==> src/rtl/alu_mc.sv <==
// Multi-cycle ALU with a valid/ready request and response channel, Z/N/C/V flag register
// and an iterative shift-add multiplier.
module alu_mc #(
    parameter int DATA_W  = 8,
    parameter int SHAMT_W = $clog2(DATA_W)
) (
    input  logic              clk,
    input  logic              rst,
    input  logic              req_valid,
    output logic              req_ready,
    input  logic [3:0]        req_func,
    input  logic [DATA_W-1:0] req_a,
    input  logic [DATA_W-1:0] req_b,
    output logic              rsp_valid,
    input  logic              rsp_ready,
    output logic [DATA_W-1:0] rsp_data,
    output logic              rsp_err,
    output logic [3:0]        flags,
    input  logic              flags_clr
);

    typedef enum logic [1:0] {
        IDLE     = 2'd0,
        MUL_BUSY = 2'd1,
        DONE     = 2'd2
    } state_t;

    localparam logic [3:0] F_ADD  = 4'd0;
    localparam logic [3:0] F_SUB  = 4'd1;
    localparam logic [3:0] F_AND  = 4'd2;
    localparam logic [3:0] F_OR   = 4'd3;
    localparam logic [3:0] F_XOR  = 4'd4;
    localparam logic [3:0] F_INV  = 4'd5;
    localparam logic [3:0] F_ADC  = 4'd6;
    localparam logic [3:0] F_SBC  = 4'd7;
    localparam logic [3:0] F_SHL  = 4'd8;
    localparam logic [3:0] F_SHR  = 4'd9;
    localparam logic [3:0] F_SRA  = 4'd10;
    localparam logic [3:0] F_MUL  = 4'd11;
    localparam logic [3:0] F_MULH = 4'd12;

    localparam logic [SHAMT_W-1:0] LAST_STEP = SHAMT_W'(DATA_W - 1);

    state_t                  state_q, state_d;
    logic [DATA_W-1:0]       rsp_data_q, rsp_data_d;
    logic                    rsp_err_q, rsp_err_d;
    logic [3:0]              flags_q, flags_d;
    logic [2*DATA_W-1:0]     acc_q, acc_d;
    logic [DATA_W-1:0]       mcand_q, mcand_d;
    logic                    mulh_q, mulh_d;
    logic [SHAMT_W-1:0]      cnt_q, cnt_d;

    logic                    accept;
    logic                    cin;
    logic [SHAMT_W-1:0]      shamt;
    logic [DATA_W:0]         add_w, sub_w;
    logic [2*DATA_W-1:0]     shl_w, shr_w;
    logic signed [2*DATA_W-1:0] sra_w;
    logic [DATA_W-1:0]       alu_res;
    logic                    alu_c, alu_v;
    logic                    is_mul, illegal;
    logic [DATA_W:0]         mul_sum;
    logic [2*DATA_W-1:0]     mul_next;
    logic [DATA_W-1:0]       mul_res;
    logic                    mul_cv;

    assign req_ready = (state_q == IDLE) && !rst;
    assign accept    = req_valid && req_ready;
    assign rsp_valid = (state_q == DONE);
    assign rsp_data  = rsp_data_q;
    assign rsp_err   = rsp_err_q;
    assign flags     = flags_q;

    assign cin   = flags_q[1];
    assign shamt = req_b[SHAMT_W-1:0];

    // Shifts run on a double-width window so the bit just past the result is the last bit out.
    always_comb begin
        add_w = {1'b0, req_a} + {1'b0, req_b} + {{DATA_W{1'b0}}, (req_func == F_ADC) && cin};
        sub_w = {1'b0, req_a} - {1'b0, req_b} - {{DATA_W{1'b0}}, (req_func == F_SBC) && cin};
        shl_w = {{DATA_W{1'b0}}, req_a} << shamt;
        shr_w = {req_a, {DATA_W{1'b0}}} >> shamt;
        sra_w = $signed({req_a, {DATA_W{1'b0}}}) >>> shamt;
    end

    always_comb begin
        alu_res = '0;
        alu_c   = 1'b0;
        alu_v   = 1'b0;
        is_mul  = 1'b0;
        illegal = 1'b0;
        case (req_func)
            F_ADD, F_ADC: begin
                alu_res = add_w[DATA_W-1:0];
                alu_c   = add_w[DATA_W];
                alu_v   = (req_a[DATA_W-1] == req_b[DATA_W-1]) &&
                          (add_w[DATA_W-1] != req_a[DATA_W-1]);
            end
            F_SUB, F_SBC: begin
                alu_res = sub_w[DATA_W-1:0];
                alu_c   = sub_w[DATA_W];
                alu_v   = (req_a[DATA_W-1] != req_b[DATA_W-1]) &&
                          (sub_w[DATA_W-1] != req_a[DATA_W-1]);
            end
            F_AND: alu_res = req_a & req_b;
            F_OR:  alu_res = req_a | req_b;
            F_XOR: alu_res = req_a ^ req_b;
            F_INV: alu_res = ~req_a;
            F_SHL: begin
                alu_res = shl_w[DATA_W-1:0];
                alu_c   = (shamt != '0) && shl_w[DATA_W];
            end
            F_SHR: begin
                alu_res = shr_w[2*DATA_W-1:DATA_W];
                alu_c   = (shamt != '0) && shr_w[DATA_W-1];
            end
            F_SRA: begin
                alu_res = sra_w[2*DATA_W-1:DATA_W];
                alu_c   = (shamt != '0) && sra_w[DATA_W-1];
            end
            F_MUL, F_MULH: is_mul = 1'b1;
            default: illegal = 1'b1;
        endcase
    end

    // One shift-add step: conditionally add the multiplicand into the high half, then shift right.
    always_comb begin
        mul_sum  = {1'b0, acc_q[2*DATA_W-1:DATA_W]} +
                   (acc_q[0] ? {1'b0, mcand_q} : {(DATA_W+1){1'b0}});
        mul_next = {mul_sum, acc_q[DATA_W-1:1]};
        mul_res  = mulh_q ? mul_next[2*DATA_W-1:DATA_W] : mul_next[DATA_W-1:0];
        mul_cv   = !mulh_q && (mul_next[2*DATA_W-1:DATA_W] != '0);
    end

    always_comb begin
        state_d    = state_q;
        rsp_data_d = rsp_data_q;
        rsp_err_d  = rsp_err_q;
        flags_d    = flags_clr ? 4'b0000 : flags_q;
        acc_d      = acc_q;
        mcand_d    = mcand_q;
        mulh_d     = mulh_q;
        cnt_d      = cnt_q;
        case (state_q)
            IDLE: begin
                if (accept) begin
                    if (is_mul) begin
                        acc_d   = {{DATA_W{1'b0}}, req_b};
                        mcand_d = req_a;
                        mulh_d  = (req_func == F_MULH);
                        cnt_d   = '0;
                        state_d = MUL_BUSY;
                    end else begin
                        state_d    = DONE;
                        rsp_data_d = alu_res;
                        rsp_err_d  = illegal;
                        if (!illegal) begin
                            flags_d = {alu_res == '0, alu_res[DATA_W-1], alu_c, alu_v};
                        end
                    end
                end
            end
            MUL_BUSY: begin
                acc_d = mul_next;
                cnt_d = cnt_q + 1'b1;
                if (cnt_q == LAST_STEP) begin
                    state_d    = DONE;
                    rsp_data_d = mul_res;
                    rsp_err_d  = 1'b0;
                    flags_d    = {mul_res == '0, mul_res[DATA_W-1], mul_cv, mul_cv};
                end
            end
            DONE: begin
                if (rsp_ready) begin
                    state_d = IDLE;
                end
            end
            default: state_d = IDLE;
        endcase
    end

    always_ff @(posedge clk) begin
        if (rst) begin
            state_q    <= IDLE;
            rsp_data_q <= '0;
            rsp_err_q  <= 1'b0;
            flags_q    <= 4'b0000;
            acc_q      <= '0;
            mcand_q    <= '0;
            mulh_q     <= 1'b0;
            cnt_q      <= '0;
        end else begin
            state_q    <= state_d;
            rsp_data_q <= rsp_data_d;
            rsp_err_q  <= rsp_err_d;
            flags_q    <= flags_d;
            acc_q      <= acc_d;
            mcand_q    <= mcand_d;
            mulh_q     <= mulh_d;
            cnt_q      <= cnt_d;
        end
    end

endmodule

==> config.mk <==
export PLATFORM = sky130hd
export DESIGN_NAME = alu_mc
export DESIGN_NICKNAME = d
export VERILOG_FILES = /design/src/rtl/alu_mc.sv
export SDC_FILE = /design/constraint.sdc
export NUM_CORES = 1
export LEC_CHECK = 0
export CAP_MARGIN = 20
export CORE_AREA = 4 4 93 95
export DETAILED_ROUTE_END_ITERATION = 6
export DIE_AREA = 0 0 97 99
export PLACE_DENSITY = 0.9
export SETUP_SLACK_MARGIN = 0.5
export SYNTH_ARGS = -nofsm -noshare
export SYNTH_HDL_FRONTEND = slang
export SYNTH_SLANG_ARGS = --single-unit
==> constraint.sdc <==
create_clock -name clk -period 6.9 [get_ports clk]
set_clock_uncertainty 0.2 [all_clocks]
set_input_delay 1.38 -clock clk [delete_from_list [all_inputs] [get_ports clk]]
set_output_delay 1.38 -clock clk [all_outputs]
set_load 0.03 [all_outputs]
# Word-level counts from Yosys, hierarchy flattened
# Index checks and enable logic that the tools add are counted.
# classes
add_sub_neg	6
n_eq_ne	24
shifts	3
mux	32
bitwise_logic	4
reduce_logical	27
# op_table
operator	count
one-hot mux 8 bit (9 select lines)	1
2-to-1 mux 8 bit	5
2-to-1 mux 16 bit	2
one-hot mux 16 bit (2 select lines)	1
== test 4 bit, second input constant	5
2-to-1 mux 4 bit	5
adder 8 x 8 -> 9 bit	2
== test 4 x 3 -> 1 bit, second input constant	4
logical NOT 8 bit	2
one-hot mux 8 bit (2 select lines)	1
>> shifter 16 x 3 -> 16 bit	1
>>> shifter 16 x 3 -> 16 bit	1
OR reduction 13 bit	1
logical AND 1 bit	10
adder 9 x 1 -> 9 bit	1
AND reduction 3 bit	3
left shift 8 x 3 -> 9 bit	1
subtractor 8 x 8 -> 9 bit	1
subtractor 9 x 1 -> 9 bit	1
bitwise AND 8 bit	1
== test 4 x 2 -> 1 bit, second input constant	2
2-to-1 mux 2 bit	4
!= test 2 bit, second input constant	4
inverter 8 bit	1
other kinds (25)	36
# totals
reg_bits	43
output_inout_bits	15
word_cells	104

# Logic depth before layout (Yosys ltp)
# Gate-level depths: netlist of run 1.
# depth
word_depth	10
depth_mapped	15
ltp_nobuf	13

# Least setup slack after synthesis of run 1
# Ideal clock, no wire load.
# synth_path
path_type	in2reg
startpoint	in req_func[1]
endpoint	reg flags_q[3] (netlist: flags[3])
t_arrival_ps	4389
required_time_ps	6630
setup_slack_ps	2241
stages	14
n_path_buf	2
cell_sequence	buf_2 > clkbuf_1 > nand4b_1 > or2_2 > fa_1 > ha_1 > a211o_1 > xnor2_1 > nor2_1 > a2111oi_2 > nand4_1 > nor4b_1 > a31oi_1 > a21oi_1
# synth_via
elab_chain_len	9
# synth_lines
element	line_no	text
from (decl)	11	input logic [3:0] req_func,
== test 4 x 3 -> 1 bit, on equally long branches	80, 92, 79	
logical AND 1 bit, on equally long branches	80, 79	
subtractor 9 x 1 -> 9 bit / adder 9 x 1 -> 9 bit (equally long branches)	80, 79	
one-hot mux 8 bit (9 select lines)	92	case (req_func)
logical NOT 8 bit	158	flags_d = {alu_res == '0, alu_res[DATA_W-1], alu_c, alu_v};
2-to-1 mux 4 bit	157	if (!illegal) begin
2-to-1 mux 4 bit (*)	147	if (is_mul) begin
2-to-1 mux 4 bit (*)	146	if (accept) begin
one-hot mux 4 bit (2 select lines) (*)	144	case (state_q)
to (signal assigned)	196	flags_q <= flags_d;
to (decl)	47	logic [3:0] flags_q, flags_d;
# Mark *: on every way between the ends. The rest lies on a longest branch, timed or not.
# A chain may end at the register's enable or synchronous reset.

# Worst setup path after layout of run 1
# layout_path
startpoint	in req_func[3]
endpoint	reg flags_q[3] (netlist: flags[3])
# Same word-level chain as after synthesis.

==> results of run 1 <==
-- placed cells by master, fill, tap and decap left out, types with 3 or more instances in the layout --
cell	synthesis	routed
sky130_fd_sc_hd__nor2_1	60	60
sky130_fd_sc_hd__a21oi_1	55	55
sky130_fd_sc_hd__dfxtp_1	43	43
sky130_fd_sc_hd__ha_1	41	41
sky130_fd_sc_hd__clkdlybuf4s50_1	0	39
sky130_fd_sc_hd__nand2_1	38	38
sky130_fd_sc_hd__inv_1	30	30
sky130_fd_sc_hd__o21ai_0	29	29
sky130_fd_sc_hd__nor2b_1	24	24
sky130_fd_sc_hd__nand3_1	24	24
sky130_fd_sc_hd__a211oi_1	18	18
sky130_fd_sc_hd__mux2i_1	17	17
sky130_fd_sc_hd__nor3_1	14	14
sky130_fd_sc_hd__nand2b_1	12	12
sky130_fd_sc_hd__and2_1	11	11
sky130_fd_sc_hd__o211ai_1	11	11
sky130_fd_sc_hd__xnor2_1	10	10
sky130_fd_sc_hd__a21o_1	7	7
sky130_fd_sc_hd__xor2_1	7	7
sky130_fd_sc_hd__a31oi_1	6	6
sky130_fd_sc_hd__buf_4	1	6
sky130_fd_sc_hd__mux2_2	5	5
sky130_fd_sc_hd__mux4_1	5	5
sky130_fd_sc_hd__fa_1	5	5
sky130_fd_sc_hd__clkbuf_8	0	5
sky130_fd_sc_hd__nor3b_1	4	4
sky130_fd_sc_hd__or4_1	3	3
sky130_fd_sc_hd__o21ai_1	3	3
sky130_fd_sc_hd__o21bai_1	3	3
sky130_fd_sc_hd__and3_1	3	3
sky130_fd_sc_hd__o22ai_1	3	3
sky130_fd_sc_hd__nand4_1	3	3
sky130_fd_sc_hd__a211o_1	3	3
-- kinds of logic (layout without fill, tap and decap cells) --
| kind of cell | count (synthesis) | count (layout) |
|---|---|---|
| simple gates | 215 | 215 |
| compound gates | 169 | 169 |
| buf+inv | 73 | 83 |
| fa+ha+maj | 46 | 46 |
| flops | 43 | 43 |
| mux | 30 | 30 |
| xor+xnor | 17 | 17 |
-- registers in the layout, indices dropped and copies added, names as in the netlist --
name      cells
mulh_q        1
flags         4
acc_q        16
cnt_q         3
rsp_err       1
state_q       2
rsp_data      8
mcand_q       8
-- layer usage --
metal  track usage, %  vias to the layer above  share of wire (%)  routed length (um)
li1                 -                     2159                  -                   -
met1            37.20                     2131                 43                5799
met2            45.81                      217                 47                6302
met3            5.025                       31                7.7                1037
met4            7.667                        0                2.6                 352
met5                0                        -                  0                   0
-- power breakdown --
part | total (mW) | internal [mW] | switching (mW)
clock network | 0.158 | 0.0694 | 0.0890
logic | 0.256 | 0.105 | 0.151
registers | 0.264 | 0.256 | 0.00758
-- area by class of cell --
type	count	area (um^2)
clock buffers	5	68.82
clock inverters	2	13.76
fillers	660	2684
inverters	31	116.4
multi-input cells	477	3421
flip-flops and latches	43	860.8
well taps	102	127.6
repair buffers	45	435.4
-- worst max-delay path by stage --
stage | cells after the start | endpoint | slack, ps
floorplan | 14 | flags[3] | 2240
global placement | 13 | flags[3] | 1550
detailed placement | 13 | flags[3] | 1350
CTS | 13 | flags[3] | 1630
global route | 11 | flags[3] | 1340
finish | 13 | flags[3] | 1560
-- worst max-delay path, cell delays in order --
cell and delay (ps):
sky130_fd_sc_hd__clkdlybuf4s50_1 770, sky130_fd_sc_hd__nand4b_1 380, sky130_fd_sc_hd__or2_2 330, sky130_fd_sc_hd__fa_1 410
sky130_fd_sc_hd__ha_1 330, sky130_fd_sc_hd__a211o_1 320, sky130_fd_sc_hd__xnor2_1 130, sky130_fd_sc_hd__nor2_1 70
sky130_fd_sc_hd__a2111oi_2 420, sky130_fd_sc_hd__nand4_1 160, sky130_fd_sc_hd__nor4b_1 370, sky130_fd_sc_hd__a31oi_1 140
sky130_fd_sc_hd__a21oi_1 140
==> impl.org, run 1 <==
** Synthesis
- The synthesized design spends more area on one cell type than any other, namely sky130_fd_sc_hd__dfxtp_1.
- Synthesis inferred 43 register bits.
- Netlist area before placement :: 4587 um^2
- Sequential element share of the synthesized area :: 18.77%
- Net Count, Synth :: 664
- Cell types with the highest counts after synthesis :: sky130_fd_sc_hd__nor2_1 (60), sky130_fd_sc_hd__a21oi_1 (55), sky130_fd_sc_hd__dfxtp_1 (43)
- Dominant combinational cell family by area after synthesis :: compound AO/OA/AOI/OAI gates
- Counting flops with a built-in enable in the synthesized netlist gives 0.
- Ranked by total cell area, the synthesized netlist is headed by sky130_fd_sc_hd__dfxtp_1 (19%), sky130_fd_sc_hd__ha_1 (11%), sky130_fd_sc_hd__a21oi_1 (6.0%), sky130_fd_sc_hd__nor2_1 (4.9%), sky130_fd_sc_hd__mux2i_1 (3.7%).
- Parity-gate share of the synthesized area counting xor and xnor cells :: 3.246%
- Yosys warns :: 0
- Synthesis produced a netlist whose cell count is 593.
- sky130_fd_sc_hd__nor2_1 is the most common cell in the netlist.
- Compound-gate portion of the synthesized area :: 24.80%
- Of the total synthesized cell area, the portion taken by AND, OR, NAND and NOR gates is 24.06%.
- Avg Cell Area, Syn :: 7.735 um^2
- Synth cell types :: 76
- Of the post-synthesis cell area, the part taken by muxes is 9.111%.
- In the synthesized netlist the async set-or-reset flop fraction comes to 0%.
- The synthesized netlist devotes between 10% and 20% of its cell area to adder and majority cells.
- Of the post-synthesis cell area, the dominant cell type holds 18.77%.
- Top_reg_cell synth :: sky130_fd_sc_hd__dfxtp_1

** STA
- After layout, the worst setup slack is 1558 ps.
- Worst slew margin :: 29.98%
- The tightest hold path in the finished design has a slack of around 260 ps.
- Setup total negative slack on the finished layout was measured at 0 ps.
- Number of setup violations in the final report :: 0
- Setup repair after global routing left no endpoint under its margin.
- Final clock period utilization by the worst path :: 77.42%
- Fin. Hold Viols :: 0
- The number of slew-limit violations in the final report was 0.
- Maximum achievable frequency :: 187.2 MHz
- For the pin with the worst max-slew slack, the measured transition is between 1000 and 1500 ps.
- After layout, the minimum clock period comes to 5342 ps.

** Global routing
- Vias in the first global route :: 4228
- First-pass GRT wire length :: 21.85 mm
- Sum of overflow across all layers after global routing :: 0
- For this run, the total global-route usage over all layers was measured as 27.72%.
- Entering global routing, the biggest net connects 45 pins.
- The number of antenna violations at the first check in global routing came to 0.

** Run status
- Status :: complete, no violations

** Route
- Average wire per standard cell :: 19.14 um
- Final antenna-violating net count :: 0
- Number of vias per cell after detailed routing :: 6.437
- Wires add up to around 13 mm.
- In the routed design, unresolved DRC markers number 0.
- First-iteration detailed-routing DRC count :: 313
- The pre-antenna-repair detailed-routing pass consisted of 6 iterations.
- Via count of the routed design :: 4538

** Worst setup path
- At the worst endpoint, the required time is roughly 6900 ps.
- In this run the critical register-to-register path is launched from acc_q[0].
- STA classifies the critical path startpoint as a primary input.
- Critical register-to-register path endpoint :: flags[1]
- Max Fanout on Critical Path :: 21
- Across all register-to-register paths, the minimum setup slack is 3230 ps.
- Tracing the worst setup path back leads to its startpoint at req_func[3].
- The worst setup path is of the primary input to register kind.
- The worst register-to-register path has a depth of 11.
- Crit path arrival time :: 5360 ps
- The worst setup path is captured at a register.

** Floorplan
- Area of the die :: 9603 um^2
- DIE HEIGHT :: 99 um
- Number of placement rows :: 32
- In this run the count of I/O pins placed on the die edge is 40.
- Core ar. :: 7727 um^2
- Starting density of the core :: 59.36%
- From left edge to right edge, the die measures 97 um.

** Final layout
- Fraction of final layout cells sized beyond drive strength 1 :: 5.804%
- Finished Core Util :: around two thirds
- The finished cells cover 5044 um^2.
- The repair_antennas step left the layout with diodes totalling 0.
- The area growth from synthesis to layout is 9.956%.
- The net count of the finished layout is 674.
- After the flow finishes, the layout carries non-filler instances totaling a little over 700.

** Pwr
- VDD sags by at most 0.09909 mV.
- LEAKAGE :: 2.028 nW
- Power Dens Cells :: approximately 130 nW/um^2
- Final Power :: 0.6781 mW

** Placed design
- OpenSTA, run right after detailed placement, puts the worst setup slack at 1350 ps.
- Number of placed instances with taps included :: 698
- Final weighted congestion of routability-driven global placement :: 1.035
- In this run the cell area measured after placement is approximately 5000 um^2.
- DP Wirelength :: 10.34 mm
- During placement, the flow inserted port buffers numbering 39.

** Min path
- HP Start :: rsp_data[0]
- The worst hold path belongs to the class register to register.
- For hold timing, the worst endpoint is rsp_data[0].
- The worst hold path passes through 2 cells.

** Clock network
- TritonCTS built the clock tree.
- TritonCTS created 5 clock buffers.
- Number of levels in the clock H-tree :: 2
- The tree built by TritonCTS fans out to 43 sinks.
- CTS placed an instance of sky130_fd_sc_hd__clkbuf_8 at the clock tree root.
- Total of cells resized after clock tree synthesis :: 0
- Clock slew at reported path FFs :: around 90 ps
- The clock reaches the later pin of the worst-skew pair after 290 ps.
- The number of setup buffers added after CTS is 0.
- The clock passes through at most 2 buffers.
- The number of hold buffers added after CTS was 0.

** Run
- Reported max-cap violation count :: 0
(Power assumes the default switching activity.)
==> run 2: changes to the inputs <==
==> constraint.sdc (replaced) <==
create_clock -name clk -period 5 [get_ports clk]
set_clock_uncertainty 0.2 [all_clocks]
set_input_delay 1 -clock clk [delete_from_list [all_inputs] [get_ports clk]]
set_output_delay 1 -clock clk [all_outputs]
set_load 0.03 [all_outputs]
==> impl.org, run 2 (synthesized netlist as in run 1, its figures left out) <==
** Run status
- The flow ran to the end, and the final reports show no timing, DRC or antenna violations.

** Floorplan
- The floorplan step set the die height to 99 um.
- In this run the count of I/O pins placed on the die edge is 40.
- In this run the core area contains 32 standard-cell rows.
- Die width :: about 97 um
- Starting density of the core :: 59.36%
- The die covers 9603 um^2.
- The total area inside the core boundary comes to 7727 um^2.

** Run
- Reported max-cap violation count :: 0

** Route
- Via count of the routed design :: ~4600
- Once detail routing completed, the nets flagged for antenna violations numbered 0.
- The routed design has roughly 14 mm of wire.
- Detailed-router iteration count before antenna repair :: 5
- After detailed routing, the number of remaining DRC violations is 0.
- After detailed routing, the number of vias per cell comes to between 6 and 7.
- Average wire per standard cell :: between 15 and 20 um
- In this run, the number of DRC markers left after iteration 0 of detailed routing was 382.

** STA
- Summed negative setup slack over all endpoints :: 0 ps
- The worst pin sits at a relative slew slack of 27.15%.
- Setup repair after global routing left no endpoint under its margin.
- After layout, the worst setup slack is a little under 800 ps.
- Across all hold checks on the routed design, the worst slack comes to 262.4 ps.
- Number of setup violations in the final report :: 0
- Final slew viol count :: 0
- Maximum achievable frequency :: between 200 and 250 MHz
- Final clock period utilization by the worst path :: 84.27%
- For the pin with the worst max-slew slack, the measured transition is 1090 ps.
- Subtracting the final worst setup slack from the clock period gives 4214 ps.
- The number of hold violations in the final report is 0.

** Clock network
- After clock tree synthesis, the flow added hold-fix buffers numbering 0.
- Clock-pin slew was measured on the worst setup and hold paths at 80 ps.
- Gates resized during post-CTS repair numbered 0.
- TritonCTS buffer count :: 5
- Number of levels in the clock H-tree :: 2
- TritonCTS clock tree :: done
- In this run the deepest clock path goes through 2 buffers.
- Post-CTS setup buffers :: 0
- Clock latency on the worst-skew pair, taken at its later pin, is 300 ps.
- Clock tree root buffer cell :: sky130_fd_sc_hd__clkbuf_8
- CTS saw 43 sinks.

** Pwr
- The worst-case IR drop observed on VDD is roughly 0.11 mV.
- Summed over all cells, the static leakage comes to 2.103 nW.
- In this run the power density over the cells is 183.8 nW/um^2.

** Global routing
- First-pass GRT wire length :: 21.98 mm
- Largest net degree at the start of global routing :: 44
- Global routing used 27.84% of the available tracks.
- For this run the aggregate overflow at the end of global routing stands at 0.
- Vias in the first global route :: around 4200
- The number of antenna violations at the first check in global routing is 0.

** Worst setup path
- In this run the worst path has a maximum fanout of 3.
- The worst register-to-register path has a setup slack of roughly 1500 ps.
- The slowest stage of the critical path belongs to the cell sky130_fd_sc_hd__clkdlybuf4s50_1.
- Largest stage delay on the critical path :: 430 ps
- Counting stages on the worst path, the most repeated cell is sky130_fd_sc_hd__o21ai_0.
- Data arrives at the worst endpoint at between 4000 and 5000 ps.
- Path type of the worst setup path :: primary input to register
- Ordered list of cells on the worst path :: clkdlybuf4s50_1 -> nand4b_1 -> or2_2 -> fa_2 -> ha_1 -> a211o_1 -> a21boi_0 -> o21ai_0 -> xnor2_1 -> o21ai_0 -> a21oi_1 -> o22ai_1 -> a31o_2
- STA puts the critical path data required time at about 5000 ps.
- Startpoint type of the worst setup path :: primary input
- Nature of the critical path endpoint :: register

** Final layout
- In the layout the commonest cells are sky130_fd_sc_hd__nor2_1 (60), sky130_fd_sc_hd__a21oi_1 (55), sky130_fd_sc_hd__dfxtp_1 (43), sky130_fd_sc_hd__ha_1 (41), sky130_fd_sc_hd__clkdlybuf4s50_1 (39).
- Largest register FFs :: 16
- The area growth from synthesis to layout is 12.79%.
- Largest register by flop count :: acc_q
- Of the cells placed in the final design, the portion with a size suffix greater than 1 is 8.239%.
- At the end of the flow, the number of nets in the layout was 689.
- 0 antenna diodes ended up in the layout.
- Number of fill cells :: 663
- Leaving out fill and tap cells, the most frequent cell in the layout is sky130_fd_sc_hd__nor2_1.

** Placed design
- The congestion estimate from routability-driven global placement came to 1.024.
- # port buffers :: 39
- DP Wirelength :: 10.63 mm
- Timing analysis after detailed placement gives a worst setup slack of 342.5 ps.

** Min path
- Hold Path Class :: register to register
[run 2: worst paths after layout]
check	startpoint	depth (start not counted)	to
worst max-delay path	req_func[3]	13	flags[2]
worst max register to register	acc_q[0]	11	flags[1]
worst min-delay path	rsp_data[0]	2	rsp_data[0]
worst min register to register	rsp_data[0]	2	rsp_data[0]
[run 2: power breakdown]
part | internal (mW) | switching (mW) | total [mW]
clock network | 0.0983 | 0.125 | 0.223
registers | 0.354 | 0.0108 | 0.365
logic | 0.153 | 0.210 | 0.363
[run 2: worst max-delay path, delay by kind of cell]
kind	cells	cell delay, ps
AO/OA/AOI/OAI	7	1330
buffers and inverters	1	430
AND/OR/NAND/NOR	2	550
XOR/XNOR	1	250
adder cells (fa/ha/maj)	2	670
[run 2: stage by stage]
| step | instance area (um^2) | cells | power [mW] | util [%] |
|---|---|---|---|---|
| floorplan | 4587 | 593 | 0.6153 | - |
| global placement | 5066 | 712 | 0.7215 | 65.56 |
| detailed placement | 5071 | 713 | 0.7263 | 65.63 |
| CTS | 5152 | 721 | 0.9453 | 66.68 |
| global route | 5174 | 721 | 0.9984 | 66.95 |
| finish | 5174 | 721 | 0.9509 | 66.95 |
[run 2: final cells by class]
cell class,instances,area [um^2],area share (%)
Tap cell,102,127.6,2.467
Multi-Input combinational cell,477,3442,66.53
Timing Repair Buffer,60,545.5,10.54
Clock inverter,1,5.005,0.09674
Sequential cell,43,860.8,16.64
Clock buffer,7,76.32,1.475
Inverter,31,116.4,2.249
[run 2: per-layer routing]
layer | routed length [um] | vias to the layer above | global-route usage, % | share of wire (%)
met1 | 5952 | 2179 | 38.16 | 44
met3 | 1220 | 22 | 6.653 | 9.0
met4 | 172 | 0 | 5.076 | 1.3
li1 | - | 2193 | - | -
met5 | 0 | - | 0 | 0
met2 | 6256 | 212 | 45.17 | 46
==> run 3: changes to the inputs <==
==> constraint.sdc (replaced) <==
create_clock -name clk -period 4.23 [get_ports clk]
set_clock_uncertainty 0.2 [all_clocks]
set_input_delay 0.846 -clock clk [delete_from_list [all_inputs] [get_ports clk]]
set_output_delay 0.846 -clock clk [all_outputs]
set_load 0.03 [all_outputs]
==> impl.org, run 3 (synthesized netlist as in run 1, its figures left out) <==
** Worst setup path
- Slowest cell on crit path :: sky130_fd_sc_hd__fa_2
- Nature of the critical path endpoint :: register
- Startpoint of the most critical register-to-register path :: acc_q[0]
- In this run the critical register-to-register path is captured at flags[1].
- STA puts the critical path data required time at 4260 ps.
- Measured in cells, the most critical reg-to-reg path has a length of 11.
- The worst setup path is launched from a primary input.
- FF-to-FF setup slack :: about 760 ps
- The setup path with the least slack is of type primary input to register.
- On the worst path, the slowest cell contributes a delay of 400 ps.
- Along the worst path, the maximum fanout reaches 2.
- Ordered list of cells on the worst path :: buf_6 -> nand4b_1 -> or2_4 -> fa_2 -> ha_4 -> a211o_1 -> xnor2_1 -> nor2_1 -> a2111oi_4 -> nand4_1 -> nor4b_2 -> a31oi_1 -> a21oi_1
- Data arrives at the worst endpoint at 3780 ps.

** STA
- Transition time of the tightest slew-check pin :: between 800 and 900 ps
- Final clock period utilization by the worst path :: 88.75%
- Summed negative setup slack over all endpoints :: 0 ps
- The smallest clock period supported by the final layout is computed as between 3000 and 4000 ps.
- RSZ-0062 raised after global routing :: true
- Maximum achievable frequency :: 266.4 MHz
- Fin. Hold Viols :: 0
- Setup slack after layout :: 475.7 ps
- The number of slew-limit violations in the final report came to 0.
- Number of setup violations in the final report :: 0
- Worst slew margin :: 43.06%

** Placed design
- Number of placed instances with taps included :: just over 700
- Detailed placement finished with a half-perimeter wire length of 10.81 mm.
- Prior to clock tree synthesis, the placed netlist has a worst setup slack of -59.11 ps.
- The congestion estimate from routability-driven global placement came to 0.9528.
- Port buffering added 39 buffers.

** Min path
- The startpoint identified for the worst hold timing path is rsp_data[0].
- The worst hold path passes through 2 cells.
- The worst hold path terminates at rsp_data[0].
- Hold Path Class :: register to register

** Route
- In the final routed layout, each cell accounts on average for 19.07 um.
- The count of nets left with antenna violations once routing finished came out at 0.
- First-iteration detailed-routing DRC count :: 439
- Number of vias per cell after detailed routing :: between 6 and 7
- Detailed-router iteration count before antenna repair :: 5
- Drt drc :: 0
- Summed over all layers, the routed wires come to roughly 14 mm.
- Via count of the routed design :: between 4000 and 5000

** Floorplan
- The floorplan step set the die height to a little under 100 um.
- For this configuration, the core starts out at a cell density of 59.36%.
- The die is roughly 97 um wide.
- Area of the die :: 9603 um^2
- Core ar. :: 7727 um^2
- 40 I/O pins were placed.
- Number of placement rows :: 32

** Final layout
- Diode insertion count for antenna repair :: 0
- Most frequent standard cell in the layout excluding fill and tap cells :: sky130_fd_sc_hd__nor2_1
- Storage element area :: 860.8 um^2
- Relative to the synthesized area, the layout overhead comes to 18.09%.
- Largest register FFs :: 16
- The finished layout holds 742 standard cells, fillers aside.
- The final layout contains between 700 and 800 nets.
- Leaving out fill and tap cells, the most frequent cells in the layout are sky130_fd_sc_hd__nor2_1 (59), sky130_fd_sc_hd__a21oi_1 (54), sky130_fd_sc_hd__dfxtp_1 (43), sky130_fd_sc_hd__buf_4 (40).
- Largest register by flop count :: acc_q
- Number of fill cells :: 628
- Multi-input logic area :: 3495 um^2
- Cells with a size suffix above 1 make up between 10% and 20% of the layout.

** Global routing
- First-pass GRT wire length :: 22.86 mm
- Vias in the first global route :: 4425
- Entering global routing, the biggest net connects 44 pins.
- In the global route stage, overall resource usage came out at 28.84%.
- The number of antenna violations at the first check in global routing was 0.
- The total overflow left after global routing is 0.

** Clock network
- TritonCTS clock tree :: done
- Clock-pin slew was measured on the worst setup and hold paths at approximately 90 ps.
- Counting the buffers created by CTS gives 5.
- Clock tree root buffer cell :: sky130_fd_sc_hd__clkbuf_8
- For this design, the sink count on the clock tree is 43.
- Counting along the longest clock path gives a buffer depth of 2.
- Number of levels in the clock H-tree :: 2
- The clock reaches the later pin of the worst-skew pair after 300 ps.

** Run
- Reported max-cap violation count :: 0

** Run status
- The run finished with clean final reports.

** Pwr
- Power spread over the standard cell area amounts to 229.1 nW/um^2.
- LEAKAGE :: 2.246 nW
- Across the VDD grid, the largest voltage drop is 0.1606 mV.
- Summing internal, switching and leakage power gives 1.241 mW.
## run 3: cell types whose count changed in the layout (fill, tap and decap cells not counted), moves of 2 or more
cell                              before  now
sky130_fd_sc_hd__buf_2                 1    3
sky130_fd_sc_hd__buf_6                 0    3
sky130_fd_sc_hd__clkbuf_1              2    0
sky130_fd_sc_hd__o21ai_0              29   24
sky130_fd_sc_hd__buf_4                20   40
sky130_fd_sc_hd__ha_1                 41   38
sky130_fd_sc_hd__ha_2                  0    2
sky130_fd_sc_hd__clkdlybuf4s50_1      39   32
sky130_fd_sc_hd__o21ai_1               3    7
sky130_fd_sc_hd__dlymetal6s2s_1        0    2
## run 3: cell type report
cell class	instances	share of cell area [%]
flip-flops and latches	43	15.89
inverters	31	2.148
multi-input cells	477	64.52
clock buffers	6	1.525
well taps	102	2.356
clock inverters	2	0.6468
repair buffers	81	12.91
## run 3: how the worst max path moves through the flow
stage                           start  slack, ps  depth (start not counted)        to
after CTS                    req_a[0]        500                         11  flags[3]
after global placement    req_func[3]         40                         13  flags[3]
after detailed placement  req_func[3]        -60                         13  flags[3]
after global routing      req_func[3]        400                         13  flags[3]
after floorplan           req_func[3]        390                         14  flags[3]
final                     req_func[3]        480                         13  flags[3]
## run 3: report_power, final
group / switching (mW) / total (mW) / leakage [nW] / internal, mW
sequential: 0.0133 / 0.432 / 0.348 / 0.418
combinational: 0.266 / 0.473 / 1.84 / 0.208
clock: 0.145 / 0.336 / 0.0612 / 0.191
## run 3: per-stage QoR
stage / area (um^2) / util [%] / hold WS (ps)
detailed placement: 5197 / 67.26 / 254.3
CTS: 5356 / 69.32 / 264.6
finish: 5416 / 70.09 / 263.0
floorplan: 4656 / - / 246.1
global placement: 5192 / 67.20 / 243.5
global route: 5416 / 70.09 / 306.7
## run 3: worst max-delay path, delay by kind of cell
kind            cells  cell delay, ps
compound gates      4             900
xor+xnor            1             200
fa+ha+maj           2             650
simple gates        5            1100
buf+inv             1              90
## run 3: layer usage
layer  wire length (um)  global-route usage [%]
met2               6555                   47.66
met5                  0                       0
met4                324                   6.371
met3               1211                   5.166
met1               6057                   39.39
## run 3: repair_timing
item                       CTS  global route
hold buffers                 0             0
pin swaps                   13             8
setup buffers                6             3
gates cloned                 0             0
resized for setup           12            18
setup endpoints to repair    7             8
